==> src/rtl/gfx_pkg.sv <==
// Shared vertex-pipeline types and constants: Q16.16 fixed-point words,
// the 4-component clip-space vector and the perspective-divide state encoding.
package gfx_pkg;
    localparam int GFX_WIDTH = 32;
    localparam int GFX_FRAC  = 16;
    localparam int GFX_H_RES = 320;
    localparam int GFX_V_RES = 240;

    localparam logic [GFX_WIDTH-1:0] FIXED_ONE  = 32'h0001_0000;
    localparam logic [GFX_WIDTH-1:0] GFX_NEAR_W = 32'h0000_1000;

    typedef logic signed [GFX_WIDTH-1:0] fixed_t;
    typedef logic [3:0][GFX_WIDTH-1:0]   vec4_t;

    typedef enum logic [2:0] {
        ST_IDLE     = 3'd0,
        ST_CHECK    = 3'd1,
        ST_DIVIDE   = 3'd2,
        ST_VIEWPORT = 3'd3,
        ST_DONE     = 3'd4
    } pd_state_e;
endpackage

==> src/rtl/fixed_point_divider.sv <==
// Unsigned restoring divider, one quotient bit per clock. The start cycle
// already performs the first iteration, so valid rises DW cycles after start.
module fixed_point_divider #(
    parameter int DW = 48,
    parameter int VW = 32
) (
    input  logic          clk_in,
    input  logic          rst_in,
    input  logic          start,
    input  logic [DW-1:0] dividend,
    input  logic [VW-1:0] divisor,
    output logic [VW-1:0] quotient,
    output logic          overflow,
    output logic          valid
);
    localparam int CW = $clog2(DW) + 1;

    logic [VW-1:0] rem_q, rem_d;
    logic [DW-1:0] quo_q, quo_d;
    logic [VW-1:0] dsr_q, dsr_d;
    logic [CW-1:0] cnt_q, cnt_d;
    logic          active_q, active_d;
    logic          valid_q, valid_d;

    // Shift the next dividend bit into the remainder and subtract if it fits.
    function automatic logic [VW+DW-1:0] div_step(input logic [VW-1:0] rem,
                                                  input logic [DW-1:0] quo,
                                                  input logic [VW-1:0] dsr);
        logic [VW:0] trial;
        logic [VW:0] diff;
        trial = {rem, quo[DW-1]};
        diff  = trial - {1'b0, dsr};
        if (trial >= {1'b0, dsr}) begin
            div_step = {diff[VW-1:0], quo[DW-2:0], 1'b1};
        end else begin
            div_step = {trial[VW-1:0], quo[DW-2:0], 1'b0};
        end
    endfunction

    // Iteration control: load-and-step on start, then step until DW bits are done.
    always_comb begin
        rem_d    = rem_q;
        quo_d    = quo_q;
        dsr_d    = dsr_q;
        cnt_d    = cnt_q;
        active_d = active_q;
        valid_d  = 1'b0;
        if (start) begin
            {rem_d, quo_d} = div_step({VW{1'b0}}, dividend, divisor);
            dsr_d    = divisor;
            cnt_d    = CW'(32'd1);
            active_d = 1'b1;
        end else if (active_q) begin
            {rem_d, quo_d} = div_step(rem_q, quo_q, dsr_q);
            cnt_d = cnt_q + CW'(32'd1);
            if (cnt_q == CW'(DW - 1)) begin
                active_d = 1'b0;
                valid_d  = 1'b1;
            end else begin
                active_d = 1'b1;
            end
        end else begin
            active_d = 1'b0;
        end
    end

    // Divider state registers with synchronous active-low reset.
    always_ff @(posedge clk_in) begin
        if (!rst_in) begin
            rem_q    <= {VW{1'b0}};
            quo_q    <= {DW{1'b0}};
            dsr_q    <= {VW{1'b0}};
            cnt_q    <= {CW{1'b0}};
            active_q <= 1'b0;
            valid_q  <= 1'b0;
        end else begin
            rem_q    <= rem_d;
            quo_q    <= quo_d;
            dsr_q    <= dsr_d;
            cnt_q    <= cnt_d;
            active_q <= active_d;
            valid_q  <= valid_d;
        end
    end

    assign quotient = quo_q[VW-1:0];
    assign overflow = |quo_q[DW-1:VW-1];
    assign valid    = valid_q;
endmodule

==> src/rtl/perspective_divide.sv <==
// Clip-space to screen-space stage: divides x, y, z by w with one shared
// divider, maps NDC x/y to pixels and passes NDC z through for depth.
module perspective_divide
    import gfx_pkg::*;
#(
    parameter int              WIDTH  = GFX_WIDTH,
    parameter int              FRAC   = GFX_FRAC,
    parameter int              H_RES  = GFX_H_RES,
    parameter int              V_RES  = GFX_V_RES,
    parameter logic [WIDTH-1:0] NEAR_W = GFX_NEAR_W
) (
    input  logic                           clk_in,
    input  logic                           rst_in,
    input  logic                           start,
    input  logic signed [3:0][WIDTH-1:0]   v_in,
    output logic signed [15:0]             x_pix,
    output logic signed [15:0]             y_pix,
    output logic signed [WIDTH-1:0]        z_ndc,
    output logic                           clipped,
    output logic                           busy,
    output logic                           done
);
    localparam int DW = WIDTH + FRAC;
    localparam int PW = WIDTH + 16;
    localparam logic signed [WIDTH-1:0] MAX_POS = {1'b0, {(WIDTH-1){1'b1}}};
    localparam logic signed [PW-1:0] ONE_P  = {{(PW-FRAC-1){1'b0}}, 1'b1, {FRAC{1'b0}}};
    localparam logic signed [PW-1:0] HALF_H = PW'(H_RES / 32'sd2);
    localparam logic signed [PW-1:0] HALF_V = PW'(V_RES / 32'sd2);

    pd_state_e                    state_q, state_d;
    logic signed [3:0][WIDTH-1:0] v_q, v_d;
    logic [1:0]                   k_q, k_d;
    logic signed [WIDTH-1:0]      ndc_x_q, ndc_x_d, ndc_y_q, ndc_y_d, ndc_z_q, ndc_z_d;
    logic signed [15:0]           x_pix_q, x_pix_d, y_pix_q, y_pix_d;
    logic signed [WIDTH-1:0]      z_ndc_q, z_ndc_d;
    logic                         clipped_q, clipped_d, busy_q, busy_d, done_q, done_d;

    logic                         div_start_s, div_ovf_s, div_valid_s;
    logic [1:0]                   div_idx_s;
    logic [DW-1:0]                div_dividend_s;
    logic [WIDTH-1:0]             div_quo_s;
    logic signed [WIDTH-1:0]      div_mag_s, div_res_s;
    logic signed [PW-1:0]         prod_x_s, prod_y_s;

    function automatic logic [WIDTH-1:0] abs_mag(input logic [WIDTH-1:0] val);
        if (val[WIDTH-1]) begin
            abs_mag = -val;
        end else begin
            abs_mag = val;
        end
    endfunction

    function automatic logic signed [15:0] sat16(input logic signed [PW-1:0] val);
        if (val > PW'(32'sd32767)) begin
            sat16 = 16'sh7FFF;
        end else if (val < PW'(-32'sd32768)) begin
            sat16 = 16'sh8000;
        end else begin
            sat16 = val[15:0];
        end
    endfunction

    fixed_point_divider #(
        .DW (DW),
        .VW (WIDTH)
    ) u_div (
        .clk_in   (clk_in),
        .rst_in   (rst_in),
        .start    (div_start_s),
        .dividend (div_dividend_s),
        .divisor  (v_q[3]),
        .quotient (div_quo_s),
        .overflow (div_ovf_s),
        .valid    (div_valid_s)
    );

    // Quotient sign/saturation and the viewport products, from current registers.
    always_comb begin
        div_mag_s = div_ovf_s ? MAX_POS : $signed(div_quo_s);
        if (v_q[k_q][WIDTH-1]) begin
            div_res_s = -div_mag_s;
        end else begin
            div_res_s = div_mag_s;
        end
        prod_x_s = ((PW'(ndc_x_q) + ONE_P) * HALF_H) >>> FRAC;
        prod_y_s = ((ONE_P - PW'(ndc_y_q)) * HALF_V) >>> FRAC;
        div_dividend_s = {abs_mag(v_q[div_idx_s]), {FRAC{1'b0}}};
    end

    // Control FSM next-state and registered-output logic.
    always_comb begin
        state_d     = state_q;
        v_d         = v_q;
        k_d         = k_q;
        ndc_x_d     = ndc_x_q;
        ndc_y_d     = ndc_y_q;
        ndc_z_d     = ndc_z_q;
        x_pix_d     = x_pix_q;
        y_pix_d     = y_pix_q;
        z_ndc_d     = z_ndc_q;
        clipped_d   = clipped_q;
        busy_d      = busy_q;
        done_d      = 1'b0;
        div_start_s = 1'b0;
        div_idx_s   = k_q;
        case (state_q)
            ST_IDLE: begin
                if (start) begin
                    v_d     = v_in;
                    busy_d  = 1'b1;
                    state_d = ST_CHECK;
                end else begin
                    state_d = ST_IDLE;
                end
            end
            ST_CHECK: begin
                // Signed compare also rejects w <= 0, so the divisor is always positive.
                if ($signed(v_q[3]) < $signed(NEAR_W)) begin
                    clipped_d = 1'b1;
                    busy_d    = 1'b0;
                    done_d    = 1'b1;
                    state_d   = ST_DONE;
                end else begin
                    clipped_d   = 1'b0;
                    k_d         = 2'd0;
                    div_idx_s   = 2'd0;
                    div_start_s = 1'b1;
                    state_d     = ST_DIVIDE;
                end
            end
            ST_DIVIDE: begin
                if (div_valid_s) begin
                    case (k_q)
                        2'd0:    ndc_x_d = div_res_s;
                        2'd1:    ndc_y_d = div_res_s;
                        default: ndc_z_d = div_res_s;
                    endcase
                    if (k_q == 2'd2) begin
                        state_d = ST_VIEWPORT;
                    end else begin
                        // Next component is loaded in the same cycle to keep the divider busy.
                        k_d         = k_q + 2'd1;
                        div_idx_s   = k_q + 2'd1;
                        div_start_s = 1'b1;
                    end
                end else begin
                    state_d = ST_DIVIDE;
                end
            end
            ST_VIEWPORT: begin
                x_pix_d = sat16(prod_x_s);
                y_pix_d = sat16(prod_y_s);
                z_ndc_d = ndc_z_q;
                busy_d  = 1'b0;
                done_d  = 1'b1;
                state_d = ST_DONE;
            end
            ST_DONE: begin
                state_d = ST_IDLE;
            end
            default: begin
                state_d = ST_IDLE;
            end
        endcase
    end

    // State and output registers; reset wins in every state.
    always_ff @(posedge clk_in) begin
        if (!rst_in) begin
            state_q   <= ST_IDLE;
            v_q       <= '0;
            k_q       <= 2'd0;
            ndc_x_q   <= {WIDTH{1'b0}};
            ndc_y_q   <= {WIDTH{1'b0}};
            ndc_z_q   <= {WIDTH{1'b0}};
            x_pix_q   <= 16'sd0;
            y_pix_q   <= 16'sd0;
            z_ndc_q   <= {WIDTH{1'b0}};
            clipped_q <= 1'b0;
            busy_q    <= 1'b0;
            done_q    <= 1'b0;
        end else begin
            state_q   <= state_d;
            v_q       <= v_d;
            k_q       <= k_d;
            ndc_x_q   <= ndc_x_d;
            ndc_y_q   <= ndc_y_d;
            ndc_z_q   <= ndc_z_d;
            x_pix_q   <= x_pix_d;
            y_pix_q   <= y_pix_d;
            z_ndc_q   <= z_ndc_d;
            clipped_q <= clipped_d;
            busy_q    <= busy_d;
            done_q    <= done_d;
        end
    end

    assign x_pix   = x_pix_q;
    assign y_pix   = y_pix_q;
    assign z_ndc   = z_ndc_q;
    assign clipped = clipped_q;
    assign busy    = busy_q;
    assign done    = done_q;
endmodule

==> config.mk <==
export PLATFORM = sky130hd
export DESIGN_NAME = perspective_divide
export DESIGN_NICKNAME = d
export VERILOG_FILES = /design/src/rtl/gfx_pkg.sv /design/src/rtl/fixed_point_divider.sv /design/src/rtl/perspective_divide.sv
export SDC_FILE = /design/constraint.sdc
export NUM_CORES = 1
export LEC_CHECK = 0
export CORE_ASPECT_RATIO = 0.75
export CORE_MARGIN = 2
export CORE_UTILIZATION = 40
export CTS_BUF_LIST = sky130_fd_sc_hd__clkbuf_8
export CTS_CLUSTER_DIAMETER = 80
export CTS_CLUSTER_SIZE = 25
export DETAILED_ROUTE_END_ITERATION = 6
export PLACE_DENSITY = 0.61
export RECOVER_POWER = 25
export SYNTH_ARGS = -nofsm -noshare
export SYNTH_HDL_FRONTEND = slang
export SYNTH_HIERARCHICAL = 1
export SYNTH_SLANG_ARGS = --single-unit
==> constraint.sdc <==
create_clock -name clk_in -period 6.4 [get_ports clk_in]
set_clock_uncertainty 0.05 [all_clocks]
set_input_delay 1.28 -clock clk_in [delete_from_list [all_inputs] [get_ports clk_in]]
set_output_delay 1.28 -clock clk_in [all_outputs]
set_load 0.05 [all_outputs]
==> key figures, run 1 <==
Clock tree
  – Reg clk slew, reported paths: roughly 0.15 ns
  – Clk_lat worst skew: roughly 0.7 ns
  – CTS tree: done
  – Clock buffer depth: 3
  – CTS root buf: clkbuf_8
  – CTS Sinks: 417
  – Inserted Clock Buffers: 27
  – H-tree depth: 1
  – CTS Hold Bufs: 0

Global route
  – Gr usage total: around 22%
  – Largest net degree at the start of global routing: 137
  – Initial antenna violation count: 4
  – Congestion Overflow GR: 0
  – First-pass GRT wire length: between 100 and 150 mm
  – Vias in the first global route: ~23000

Timing
  – Final setup viols: 5
  – Worst Tran Pin Value: around 4.8 ns
  – RSZ-0062 raised after global routing: yes
  – Final Max Tran Viols: between 150 and 200
  – Fmax: 155.7 MHz
  – Fin crit share: 100.3%
  – Fin. Hold Viols: 0
  – Rel. slew slack: -217.0%
  – Post-route setup slack: -0.02190 ns
  – Period minus WS final: about 6.4 ns

Routing
  – # DRC: 6
  – Antenna-violating nets left: 0
  – Drt wl/cell: between 15 and 20 microns
  – Iter 0 DRT Violations: 2323
  – Final wirelength: slightly above 80 mm
  – Via Count: approximately 25000
  – Drt via density: between 5 and 6
  – Pre-antenna DRT Iters: 7

Placed design
  – Gpl congestion: ~0.89
  – Dpl hpwl: between 60 and 70 mm
  – Dpl cell area: about 31000 sq um
  – Placed Cells: 4551
  – Port Buffers: between 150 and 200
  – Setup WS pre-CTS: -0.2222 ns

Logic synthesis
  – Mapped Avg Cell Area: 8.060 sq um
  – YS warnings: 6
  – Top cells by area, synth: dfxtp_1, ha_1, nand2_1, a21boi_0, mux2i_1
  – Post-synth EDFFs: 0
  – Synth area leader: dfxtp_1
  – Share of flip-flops with an asynchronous set or reset: 0%
  – Cell variety after synth: 97
  – Syn Inst Count: ~3500
  – Cell Area, Synth: between 20000 and 30000 sq um
  – Synthesis-stage register bit count: ~420
  – Seq/Total Area, Yosys: 29.73%
  – Yosys top cell area share: between 20% and 30%
  – Ys flop type: dfxtp_1

Floorplan
  – Number of placement rows: 84
  – Die W: a little over 300 microns
  – Core box area: between 60000 and 70000 sq um
  – Die Footprint: 72360 sq um
  – Initial Util: between 40% and 50%
  – Chip height: 233.5 microns
  – IO Pins: roughly 200

Run status
  – Outcome: finished with violations
  – Failing checks: design-rule violations, max-capacitance violations, max-slew violations, negative setup slack

Final layout
  – Finished Cell Area: ~33000 sq um
  – Fin util: 46.90%
  – Final #Nets: between 4000 and 5000
  – Area Growth Syn to Fin: 16.56%
  – Fin cells: around 4600
  – Share of post-route cells with drive strength above 1: about a tenth

Worst setup path
  – CP max FO: 7
  – CP endpoint kind: register
  – Worst Path Required: 6.91 ns
  – WP buf/inv: 5
  – Critical Path Start Type: register
  – Crit-path slowest cell: or4_4
  – Crit path kind: reg -> reg
  – Delay-heaviest family, CP: simple AND/OR/NAND/NOR gates
  – Crit path arrival time: around 6.9 ns
  – CP max stage delay: 0.55 ns

Flow run
  – Max-Cap Viols: 3

Power and ir drop
  – LEAKAGE: approximately 14 nW
  – Design Power: about 7.4 mW
  – VDD IR-drop max: 0.2289 mV
  – Power per standard cell area: around 230 nW/um^2

Worst hold path
  – HP Class: reg -> reg
-- final timing paths --
check	startpoint	slack [ns]	cells after the start	to
setup / recovery	ndc_y_q[1]	-0.02	25	y_pix[7]
hold / removal	ndc_z_q[6]	0.42	2	z_ndc[6]
setup reg to reg	ndc_y_q[1]	-0.02	25	y_pix[7]
hold reg to reg	ndc_z_q[6]	0.42	2	z_ndc[6]
-- worst register-to-register path, delay by kind of cell (launching register included) --
family | cells | cell delay, ns
and+or+nand+nor | 7 | 2.40
adders and majority gates | 5 | 1.60
AOI/OAI and AO/OA | 6 | 1.06
buffers and inverters | 5 | 0.58
DFF | 1 | 0.36
xor gates and xnor gates | 2 | 0.25
-- sequential cells by signal, indices dropped and copies added (netlist names) --
name and cells:
busy 1, done 1, u_div/active_q 1, u_div/rem_q 32, v_q 128, u_div/dsr_q 32
u_div/valid 1, z_ndc 32, u_div/quo_q 48, k_q 2, ndc_z_q 32, state_q 3
ndc_y_q 32, x_pix 16, ndc_x_q 32, u_div/cnt_q 7, y_pix 16, clipped 1
-- stage by stage --
step / setup TNS, ns / hold slack [ns]
floorplan: 0 / 0.3896
CTS: 0 / 0.4261
global placement: -2.122 / 0.3998
finish: -0.07895 / 0.4171
global route: -4.373 / 0.4411
detailed placement: -3.211 / 0.4078
-- final cells by class --
cell class | count | area [sq um]
Timing Repair Buffer | 352 | 3233
Clock inverter | 20 | 239.0
Multi-Input combinational cell | 2652 | 18600
Tap cell | 946 | 1184
Clock buffer | 27 | 371.6
Antenna cell | 1 | 2.502
Inverter | 199 | 747.0
Sequential cell | 417 | 8356
Fill cell | 7029 | 37050
-- Yosys cell counts, types with 13 or more instances --
library cell  instances
nor3_1               32
nand4_1              24
a31oi_1              29
mux2_2               13
nor2b_1              46
and3_1               24
nand3_1              48
dfxtp_1             417
o21a_1               13
o21ai_0             232
clkbuf_1            153
or4_1                15
nand2b_1             36
nand2_1             616
inv_1               199
buf_4                41
fa_1                 51
nor2_1              125
a21boi_0            185
a21oi_1             161
buf_2                21
or3_1                30
ha_1                185
xor2_1               76
and2_1              111
o22ai_1              35
a21o_1               34
a211oi_1             25
o211a_1              40
mux2i_1             122
nor4_1               31
xnor2_1             111
-- metal layers --
| layer | up-vias | GRT usage, % | part of all wire, % |
|---|---|---|---|
| met2 | 635 | 31.92 | 41 |
| met4 | 0 | 2.642 | 1.1 |
| met5 | - | 0 | 0 |
| met1 | 11780 | 35.49 | 52 |
| met3 | 59 | 2.595 | 6.2 |
| li1 | 12300 | - | - |
-- logic make-up after synthesis --
logic type,synth area share (%)
and+or+nand+nor,20.12
AOI/OAI and AO/OA,20.99
other,0.01335
xor gates and xnor gates,5.832
buffers and inverters,6.478
muxes,4.963
DFF,29.73
adders and majority gates,11.88
-- where the power goes --
| part | total [mW] | internal [mW] | switching (mW) |
|---|---|---|---|
| Clock | 1.51 | 0.465 | 1.04 |
| Sequential | 2.91 | 2.75 | 0.159 |
| Combinational | 3.02 | 1.10 | 1.91 |
-- timing repair --
action	CTS	global route
gates cloned	0	1
endpoints found under the hold margin	0	0
buffers inserted	2	12
pin swaps	3	20
gates resized for setup	19	81
endpoints found under the setup margin	15	44
-- placed cells by master, fill, tap and decap left out, types with 51 or more instances in the layout --
master,instances
nand2_1,614
dfxtp_1,413
o21ai_0,229
inv_1,196
clkdlybuf4s50_1,196
a21boi_0,183
ha_1,169
a21oi_1,157
buf_4,144
mux2i_1,122
nor2_1,120
and2_1,109
xnor2_1,104
xor2_1,68
fa_1,51
(Power assumes the default switching activity.)
==> inputs of run 2 (changes only) <==
- SLEW_MARGIN: default -> 10
==> results of run 2 <==
Final layout, timing and power as in run 1 (identical DEF).
